### src/rtl/loader_pkg.sv
// Shared constants and state encodings for the UART program loader.
package loader_pkg;

    localparam logic [7:0] SYNC_BYTE = 8'hA5;

    typedef enum logic [2:0] {
        WAIT_SYNC,
        LEN_HI,
        LEN_LO,
        DATA,
        DONE,
        ERROR
    } loader_state_t;

    typedef enum logic [1:0] {
        IDLE,
        START,
        BITS,
        STOP
    } rx_state_t;

endpackage

### src/rtl/uart_program_loader_if.sv
// Memory write port driven by the program loader.
interface uart_program_loader_if #(
    parameter int unsigned ADDR_WIDTH = 12
);
    logic                  mem_we;
    logic [ADDR_WIDTH-1:0] mem_addr;
    logic [31:0]           mem_wdata;

    modport master (output mem_we, output mem_addr, output mem_wdata);
    modport slave  (input  mem_we, input  mem_addr, input  mem_wdata);
endinterface

### src/rtl/uart_rx_byte.sv
// 8N1 UART byte receiver: input synchronizer, mid-bit sampling, glitch rejection.
module uart_rx_byte
    import loader_pkg::*;
#(
    parameter int unsigned CLKS_PER_BIT = 10
) (
    input  logic       clk,
    input  logic       rst,
    input  logic       rx,
    output logic       byte_valid,
    output logic [7:0] byte_data,
    output logic       frame_err
);

    localparam int unsigned CW = $clog2(CLKS_PER_BIT);
    localparam logic [CW-1:0] HALF_LAST = CW'(CLKS_PER_BIT / 2 - 1);
    localparam logic [CW-1:0] BIT_LAST  = CW'(CLKS_PER_BIT - 1);

    logic          rx_meta, rx_sync, rx_prev;
    rx_state_t     state, state_d;
    logic [CW-1:0] cnt, cnt_d;
    logic [2:0]    bit_idx, bit_idx_d;
    logic [7:0]    shreg, shreg_d;
    logic          byte_valid_d, frame_err_d;

    assign byte_data = shreg;

    always_ff @(posedge clk or posedge rst) begin
        if (rst) begin
            rx_meta    <= 1'b1;
            rx_sync    <= 1'b1;
            rx_prev    <= 1'b1;
            state      <= IDLE;
            cnt        <= '0;
            bit_idx    <= '0;
            shreg      <= '0;
            byte_valid <= 1'b0;
            frame_err  <= 1'b0;
        end else begin
            rx_meta    <= rx;
            rx_sync    <= rx_meta;
            rx_prev    <= rx_sync;
            state      <= state_d;
            cnt        <= cnt_d;
            bit_idx    <= bit_idx_d;
            shreg      <= shreg_d;
            byte_valid <= byte_valid_d;
            frame_err  <= frame_err_d;
        end
    end

    // Start bit is re-checked at its midpoint; later samples land mid-bit.
    always_comb begin
        state_d      = state;
        cnt_d        = cnt;
        bit_idx_d    = bit_idx;
        shreg_d      = shreg;
        byte_valid_d = 1'b0;
        frame_err_d  = 1'b0;
        case (state)
            IDLE: begin
                if (rx_prev && !rx_sync) begin
                    state_d = START;
                    cnt_d   = '0;
                end
            end
            START: begin
                if (cnt == HALF_LAST) begin
                    cnt_d     = '0;
                    bit_idx_d = '0;
                    state_d   = rx_sync ? IDLE : BITS;
                end else begin
                    cnt_d = cnt + 1'b1;
                end
            end
            BITS: begin
                if (cnt == BIT_LAST) begin
                    cnt_d   = '0;
                    shreg_d = {rx_sync, shreg[7:1]};
                    if (bit_idx == 3'd7) begin
                        state_d = STOP;
                    end else begin
                        bit_idx_d = bit_idx + 3'd1;
                    end
                end else begin
                    cnt_d = cnt + 1'b1;
                end
            end
            STOP: begin
                if (cnt == BIT_LAST) begin
                    cnt_d   = '0;
                    state_d = IDLE;
                    if (rx_sync) begin
                        byte_valid_d = 1'b1;
                    end else begin
                        frame_err_d = 1'b1;
                    end
                end else begin
                    cnt_d = cnt + 1'b1;
                end
            end
            default: state_d = IDLE;
        endcase
    end

endmodule

### src/rtl/uart_program_loader.sv
// Serial boot loader: parses a framed UART image and writes it into memory
// from address 0, holding the CPU in reset until the image is complete.
module uart_program_loader
    import loader_pkg::*;
#(
    parameter int unsigned CLK_FREQ   = 50_000_000,
    parameter int unsigned BAUD       = 115_200,
    parameter int unsigned ADDR_WIDTH = 12
) (
    input  logic                  external_clk,
    input  logic                  rst,
    input  logic                  rx,
    uart_program_loader_if.master mem,
    output logic                  cpu_hold,
    output logic                  load_done,
    output logic                  load_error,
    output logic [ADDR_WIDTH:0]   words_loaded
);

    localparam int unsigned CLKS_PER_BIT = CLK_FREQ / BAUD;
    localparam int unsigned CNT_W        = ADDR_WIDTH + 1;
    localparam int unsigned MAX_WORDS    = 1 << ADDR_WIDTH;

    if (CLKS_PER_BIT < 4) begin : g_baud_check
        $error("uart_program_loader: CLK_FREQ/BAUD must be at least 4");
    end

    logic       byte_valid, frame_err;
    logic [7:0] rx_byte;

    uart_rx_byte #(.CLKS_PER_BIT(CLKS_PER_BIT)) u_rx (
        .clk        (external_clk),
        .rst        (rst),
        .rx         (rx),
        .byte_valid (byte_valid),
        .byte_data  (rx_byte),
        .frame_err  (frame_err)
    );

    loader_state_t         state, state_d;
    logic [7:0]            len_hi, len_hi_d;
    logic [CNT_W-1:0]      len, len_d;
    logic [23:0]           word, word_d;
    logic [1:0]            byte_idx, byte_idx_d;
    logic [CNT_W-1:0]      words_loaded_d;
    logic                  mem_we_q, mem_we_d;
    logic [ADDR_WIDTH-1:0] mem_addr_q, mem_addr_d;
    logic [31:0]           mem_wdata_q, mem_wdata_d;
    logic                  cpu_hold_d, load_done_d, load_error_d;
    logic [15:0]           n_words;

    assign mem.mem_we    = mem_we_q;
    assign mem.mem_addr  = mem_addr_q;
    assign mem.mem_wdata = mem_wdata_q;

    always_ff @(posedge external_clk or posedge rst) begin
        if (rst) begin
            state        <= WAIT_SYNC;
            len_hi       <= '0;
            len          <= '0;
            word         <= '0;
            byte_idx     <= '0;
            words_loaded <= '0;
            mem_we_q     <= 1'b0;
            mem_addr_q   <= '0;
            mem_wdata_q  <= '0;
            cpu_hold     <= 1'b1;
            load_done    <= 1'b0;
            load_error   <= 1'b0;
        end else begin
            state        <= state_d;
            len_hi       <= len_hi_d;
            len          <= len_d;
            word         <= word_d;
            byte_idx     <= byte_idx_d;
            words_loaded <= words_loaded_d;
            mem_we_q     <= mem_we_d;
            mem_addr_q   <= mem_addr_d;
            mem_wdata_q  <= mem_wdata_d;
            cpu_hold     <= cpu_hold_d;
            load_done    <= load_done_d;
            load_error   <= load_error_d;
        end
    end

    // Image parser; DONE is entered on the edge that drops the final write strobe.
    always_comb begin
        state_d        = state;
        len_hi_d       = len_hi;
        len_d          = len;
        word_d         = word;
        byte_idx_d     = byte_idx;
        words_loaded_d = words_loaded;
        mem_we_d       = 1'b0;
        mem_addr_d     = mem_addr_q;
        mem_wdata_d    = mem_wdata_q;
        cpu_hold_d     = cpu_hold;
        load_done_d    = load_done;
        load_error_d   = load_error;
        n_words        = {len_hi, rx_byte};

        if (frame_err && state != DONE && state != ERROR) begin
            state_d      = ERROR;
            load_error_d = 1'b1;
        end else begin
            case (state)
                WAIT_SYNC: begin
                    if (byte_valid && rx_byte == SYNC_BYTE) state_d = LEN_HI;
                end
                LEN_HI: begin
                    if (byte_valid) begin
                        len_hi_d = rx_byte;
                        state_d  = LEN_LO;
                    end
                end
                LEN_LO: begin
                    if (byte_valid) begin
                        if (n_words == 16'd0) begin
                            state_d     = DONE;
                            cpu_hold_d  = 1'b0;
                            load_done_d = 1'b1;
                        end else if (32'(n_words) > MAX_WORDS) begin
                            state_d      = ERROR;
                            load_error_d = 1'b1;
                        end else begin
                            len_d      = CNT_W'(n_words);
                            byte_idx_d = '0;
                            state_d    = DATA;
                        end
                    end
                end
                DATA: begin
                    if (mem_we_q && words_loaded == len) begin
                        state_d     = DONE;
                        cpu_hold_d  = 1'b0;
                        load_done_d = 1'b1;
                    end else if (byte_valid) begin
                        if (byte_idx == 2'd3) begin
                            mem_we_d       = 1'b1;
                            mem_addr_d     = words_loaded[ADDR_WIDTH-1:0];
                            mem_wdata_d    = {word, rx_byte};
                            words_loaded_d = words_loaded + 1'b1;
                            byte_idx_d     = '0;
                        end else begin
                            word_d     = {word[15:0], rx_byte};
                            byte_idx_d = byte_idx + 2'd1;
                        end
                    end
                end
                default: ;
            endcase
        end
    end

endmodule

### src/flat_wrapper.sv
// flat-port wrapper written by rule: the top's interface ports become plain ports
module uart_program_loader_flat import loader_pkg::*;
#(
    parameter int unsigned CLK_FREQ   = 50_000_000,
    parameter int unsigned BAUD       = 115_200,
    parameter int unsigned ADDR_WIDTH = 12
)
  (external_clk, rst, rx, cpu_hold, load_done, load_error, words_loaded, mem_mem_we, mem_mem_addr, mem_mem_wdata);
  uart_program_loader_if #(.ADDR_WIDTH(ADDR_WIDTH)) mem_i ();
  input  logic external_clk;
  input  logic rst;
  input  logic rx;
  output logic cpu_hold;
  output logic load_done;
  output logic load_error;
  output logic [ADDR_WIDTH:0] words_loaded;
  output wire logic [$bits(mem_i.mem_we)-1:0] mem_mem_we;
  output wire logic [$bits(mem_i.mem_addr)-1:0] mem_mem_addr;
  output wire logic [$bits(mem_i.mem_wdata)-1:0] mem_mem_wdata;
  assign mem_mem_we = mem_i.mem_we;
  assign mem_mem_addr = mem_i.mem_addr;
  assign mem_mem_wdata = mem_i.mem_wdata;
  uart_program_loader #(.CLK_FREQ(CLK_FREQ), .BAUD(BAUD), .ADDR_WIDTH(ADDR_WIDTH)) u_core (.external_clk(external_clk), .rst(rst), .rx(rx), .mem(mem_i), .cpu_hold(cpu_hold), .load_done(load_done), .load_error(load_error), .words_loaded(words_loaded));
endmodule
### config.mk
export PLATFORM = sky130hd
export DESIGN_NAME = uart_program_loader_flat
export DESIGN_NICKNAME = d
export VERILOG_FILES = /design/src/rtl/loader_pkg.sv /design/src/rtl/uart_program_loader_if.sv /design/src/rtl/uart_rx_byte.sv /design/src/rtl/uart_program_loader.sv /design/src/flat_wrapper.sv
export SDC_FILE = /design/constraint.sdc
export NUM_CORES = 1
export LEC_CHECK = 0
export CORE_MARGIN = 2
export CORE_UTILIZATION = 45
export DETAILED_ROUTE_END_ITERATION = 10
export HOLD_SLACK_MARGIN = 0.15
export MAX_ROUTING_LAYER = met4
export PLACE_DENSITY = 0.7
export SLEW_MARGIN = 25
export SYNTH_ARGS = -nofsm -noshare
export SYNTH_HDL_FRONTEND = slang
export SYNTH_SLANG_ARGS = --single-unit
### constraint.sdc
create_clock -name external_clk -period 6.4 [get_ports external_clk]
set_input_delay 0.64 -clock external_clk [delete_from_list [all_inputs] [get_ports external_clk]]
set_output_delay 0.64 -clock external_clk [all_outputs]
set_load 0.01 [all_outputs]
[After elaboration in Yosys (flattened, before gate mapping)]
Index checks and enable logic that the tools add are counted.
Cells by class
  add/sub/neg operators: 4
  order comparisons: 1
  equality and inequality tests: 32
  multiplexer cells: 54
  bitwise gates (word level): 5
  reductions and logical operators: 27
Operators with widths (number)
  2-to-1 mux 3 bit: 10
  AND reduction 5 bit: 6
  2-to-1 mux 9 bit: 3
  case mux 9 bit (3 select lines): 1
  2-to-1 mux 2 bit: 12
  2-to-1 mux 1 bit: 22
  inequality test 2 bit (second input constant): 11
  > comparator 16 x 13 -> 1 bit (second input constant): 1
  logical NOT 16 bit: 1
  adder 13 x 1 -> 13 bit (second input constant): 1
  equality test 13 bit: 1
  case mux 3 bit (4 select lines): 1
  nonzero test 2 bit: 5
  adder 9 x 1 -> 9 bit (second input constant): 1
  equality test 9 x 8 -> 1 bit (second input constant): 1
  equality test 9 bit (second input constant): 1
  equality test 8 bit (second input constant): 1
  case mux 2 bit (4 select lines): 1
  AND reduction 4 bit: 2
  AND reduction 7 bit: 1
  equality test 2 bit (second input constant): 3
  equality test 3 x 2 -> 1 bit (second input constant): 2
  inequality test 2 x 1 -> 1 bit (second input constant): 3
  inequality test 3 x 1 -> 1 bit (second input constant): 2
  19 further kinds: 30
Word-level totals
  register bits: 138
  input port bits: 3

[Longest topological paths before layout]
  word-level depth: 6
  mapped depth: 8
  depth with buffers taken out: 7

[By module]
A second synthesis with hierarchy kept.
Unflattened totals
  cell total of the unflattened synthesis: 442
  area total of the unflattened synthesis: 5960.7 um^2
Modules (own cells, without submodules)
  uart_program_loader: times used 1, cells each 313, area an instance 4574.4 um^2
  uart_rx_byte: times used 1, cells each 129, area an instance 1386.3 um^2

[Worst setup path before layout]
Ideal clock, no wire load.
  path kind: reg2reg
  from: register u_core.words_loaded[6]
  to: register u_core.mem_addr_q[11], in the netlist u_core.mem.mem_addr[11]
  data arrival time: 2.061 ns
  data required time: 6.275 ns
  slack: 4.213 ns
  stages on the path, launching flop included: 8
  period minus slack after synthesis: 2.187 ns
  cells stage by stage: dfrtp_1 > xnor2_1 > nand4_1 > or4_4 > and3_4 > buf_6 > buf_6 > mux2_4
Between the ends
  longest elaborated chain between the ends: 4
Ends and longest elaborated chain
  start, declared: RTL line uart_program_loader.sv:17  | output logic [ADDR_WIDTH:0] words_loaded
  start signal, assigned: RTL line uart_program_loader.sv:76  | words_loaded <= words_loaded_d;
  equality test 13 bit: RTL line uart_program_loader.sv:133  | if (mem_we_q && words_loaded == len) begin
  logical AND 1 bit: RTL line uart_program_loader.sv:133
  inverter 1 bit (no line)
  AND reduction 5 bit (no line)
  end signal, assigned: RTL line uart_program_loader.sv:78  | mem_addr_q <= mem_addr_d;
  end, declared: RTL line uart_program_loader.sv:47  | logic [ADDR_WIDTH-1:0] mem_addr_q, mem_addr_d;
No other way between the ends.
A chain may end at the register's enable or synchronous reset.

[Final worst setup path]
  from: register u_core.u_rx.shreg[3], in the netlist u_core.u_rx.byte_data[3]
  to: register u_core.byte_idx[0]
Between the ends
  longest elaborated chain between the ends: 3
  elaborated cells on any way between the ends: 5
  those cells by class: order compare: 1; eq/ne: 2; reduce/logical: 2
Ends and longest elaborated chain
  start, declared: RTL line uart_rx_byte.sv:23  | logic [7:0] shreg, shreg_d;
  start signal, assigned: RTL line uart_rx_byte.sv:46  | shreg <= shreg_d;
  > comparator 16 x 13 -> 1 bit or logical NOT 16 bit (tied branches): RTL line uart_program_loader.sv:122, uart_program_loader.sv:118
  inequality test 2 bit (no line)
  AND reduction 7 bit (no line) (*)
  end signal, assigned: RTL line uart_program_loader.sv:75  | byte_idx <= byte_idx_d;
  end, declared: RTL line uart_program_loader.sv:44  | logic [1:0] byte_idx, byte_idx_d;
Every way passes the cells marked *; elsewhere a longest branch is shown, timed or not.

==> results_dict.tcl <==
set metrics [dict create \
    power.leakage_nw 3.48 \
    grt_pass1_wl_um 19800 \
    endpoint_kind "flop" \
    initial_core_util_pct 45.9 \
    synth.net_count 460 \
    cts_resized 0 \
    tns_ns 0 \
    reg2reg_slack_ns 3.64 \
    hold_viol_final 0 \
    diodes 0 \
    multi_input_area_mm2 0.00245 \
    first_iter_violations 317 \
    report.final.slew_viol_count 0 \
    power_mw 2.00 \
    cts-root-buf "clkbuf_16" \
    grt_max_degree 71 \
    yosys-top-cells-count "134 x dfrtp_1, 59 x mux2_2, 28 x mux2_4, 19 x nand2_1" \
    clkSinkCount 138 \
    path_class "flop to flop" \
    reg2reg_depth 5 \
    cp.required_ns 6.69 \
    ioPinCount 64 \
    r2r_start "u_core.u_rx.byte_data[3]" \
    ys_ff_latch 138 \
    cp-start-kind "flop" \
    synth_edf_count 0 \
    rsz0062_at_grt "false" \
    drcViolationCount 0 \
    cts_tree "done" \
    synth_cell_types 62 \
    area_growth_syn_to_layout_pct 22.1 \
    finalSetupViolCount 0 \
    grt_pass1_vias 3891 \
    synth_top_cell_by_area "dfrtp_1" \
    ctsHoldBuffers 0 \
    irDropWorstVdd_mv 0.144 \
    grt_overflow 0 \
    ant_nets 0 \
    antenna_found_initial 0 \
    clk_pin_slew_worst_paths_ns 0.06 \
    drtPass1Iterations 4 \
    worst_pin_slew_ns 0.951 \
    dp_hpwl_um 7800 \
    die-area_mm2 0.0145 \
    cts_setup_buffers 0 \
    synthArstFlopShare_pct 100 \
    io_buffers 63 \
    drive_above_1_share_pct 25.1 \
    fin_skew_ns 0.00950 \
    netlist_instances 450 \
    drt-vias-per-instance 5.45 \
    yosysWarnings 0 \
    min_from "u_core.u_rx.rx_meta" \
    yosysSeqAreaShare_pct 56.8 \
    htreeDepth 4 \
    gp_congestion 0.858 \
    hold_class "flop to flop" \
    insertion_delay_ns 0.42 \
    yosysMostFrequentCell "dfrtp_1" \
    max-clock-path-buffers 2 \
    wl_um 11700 \
    rows 42 \
    synthTopCellsByArea "dfrtp_1 55%, mux2_2 11%, mux2_4 6.9%" \
    fin_crit_ns 2.76 \
    critPathMaxFanout 14 \
    seqCellArea_mm2 0.00346 \
    hold-path-cell-count 0 \
    nFillCells 1085 \
    fp.dieH_um 120 \
    status "finished, final reports clean" \
    worstPathArrival_ns 3.05 \
    vias 3846 \
    cts_buffers 17 \
    fmax_mhz 362 \
    design.core.area_mm2 0.0132 \
    grtUsageTotal_pct 17.9 \
    max_slew_margin_pct 36.1 \
    wl_per_cell_um 16.5 \
    holdPathEnd "u_core.u_rx.rx_sync" \
    final.setup.worst_slack_ns 3.64 \
    dp_slack_ns 3.61 \
    nets 527 \
    synth_top_area_share_pct 55.1 \
    synth_ff_type "dfrtp_1" \
    fin_crit_sh_pct 43.1 \
    drv_cap 0 \
    die_x_um 120 \
    reg2reg_to "u_core.byte_idx[0]" \
    synth_area_per_cell_um2 13.5 \
    p_per_area_mw_per_mm2 270 \
    netlist_area_mm2 0.00608 \
]
-- metal layers --
metal  vias to the layer above  wire length [um]  global-route usage, %
met1                      1970              5310                   22.8
li1                       1782                 -                      -
met5                         -                 0                      -
met3                        16               459                   3.82
met4                         0               196                   7.70
met2                        78              5720                   27.7
-- worst max path at each step --
stage                              end                      from  slack (ns)
finish              u_core.byte_idx[0]  u_core.u_rx.byte_data[3]        3.64
global route        u_core.byte_idx[0]  u_core.u_rx.byte_data[3]        3.43
CTS                 u_core.byte_idx[0]  u_core.u_rx.byte_data[3]        3.59
detailed placement  u_core.byte_idx[0]  u_core.u_rx.byte_data[3]        3.61
global placement        u_core.word[3]           u_core.state[1]        3.59
floorplan                    async pin                       rst        2.07
-- per-stage QoR --
stage | hold slack (ns) | area, um2 | utilization [%] | instances
after floorplan | 0.345 | 6080 | - | 450
after global placement | 0.346 | 6840 | 51.6 | 674
after detailed placement | 0.349 | 6840 | 51.6 | 674
after CTS | 0.358 | 7430 | 56.1 | 706
after global routing | 0.359 | 7430 | 56.1 | 706
final | 0.357 | 7430 | 56.1 | 706
-- worst max-delay path: stages, from the launching register on --
cell	delay, ns
dfrtp_1	0.44
nor4_1	0.58
a31oi_1	0.27
nor4b_4	0.81
a21oi_1	0.17
mux2_1	0.36
-- cells in the final DEF (no fill, tap or decap), types with 3 or more instances in the layout --
cell type / instances
nor4_1: 10
dfstp_2: 4
mux2_4: 28
inv_1: 14
clkinv_4: 3
nand3_1: 8
o21ai_0: 7
nand2_1: 19
nor3_1: 9
inv_6: 3
or3_1: 3
clkdlybuf4s50_1: 63
mux2_1: 11
xnor2_1: 15
dfrtp_1: 134
ha_1: 7
nor2_1: 12
nand2b_1: 3
xor2_1: 10
clkinvlp_4: 4
and3_1: 7
nand4_1: 8
clkbuf_16: 17
a21oi_1: 9
mux2_2: 59
a31oi_1: 10
-- cell type report --
cell class,instances,area share [%]
Clock buffer,19,5.96
Clock inverter,13,1.94
Inverter,15,0.826
Multi-Input combinational cell,280,33.0
Sequential cell,138,46.6
Tap cell,176,2.97
Timing Repair Buffer,65,8.69
-- registers in the layout, indices dropped and copies added, names as in the netlist, named ones only --
register	flops
u_core.u_rx.bit_idx	3
u_core.u_rx.byte_data	8
u_core.load_done	1
u_core.u_rx.frame_err	1
u_core.len_hi	8
u_core.u_rx.state	1
u_core.byte_idx	2
u_core.word	24
u_core.u_rx.rx_meta	1
u_core.u_rx.byte_valid	1
u_core.mem.mem_addr	12
u_core.len	13
u_core.mem.mem_wdata	32
u_core.u_rx.rx_sync	1
u_core.u_rx.rx_prev	1
u_core.cpu_hold	1
u_core.state	3
u_core.u_rx.cnt	9
u_core.load_error	1
u_core.words_loaded	13
u_core.mem.mem_we	1
-- logic make-up (layout without fill, tap and decap cells) --
group           after synthesis  after routing  share of synthesized area [%]
compound gates               53             53                           6.07
fa+ha+maj                     7              7                           1.44
flops                       138            138                           56.8
xor+xnor                     25             25                           3.60
mux                          99             99                           20.0
simple gates                 96             96                           9.17
buf+inv                      32            112                           2.84
-- where the power goes --
group          switching, mW  internal (mW)  total, mW
registers             0.0368          0.900      0.937
clock network          0.378          0.586      0.963
logic                 0.0575         0.0441      0.102
Note: power is estimated with default switching activity, not from simulation.
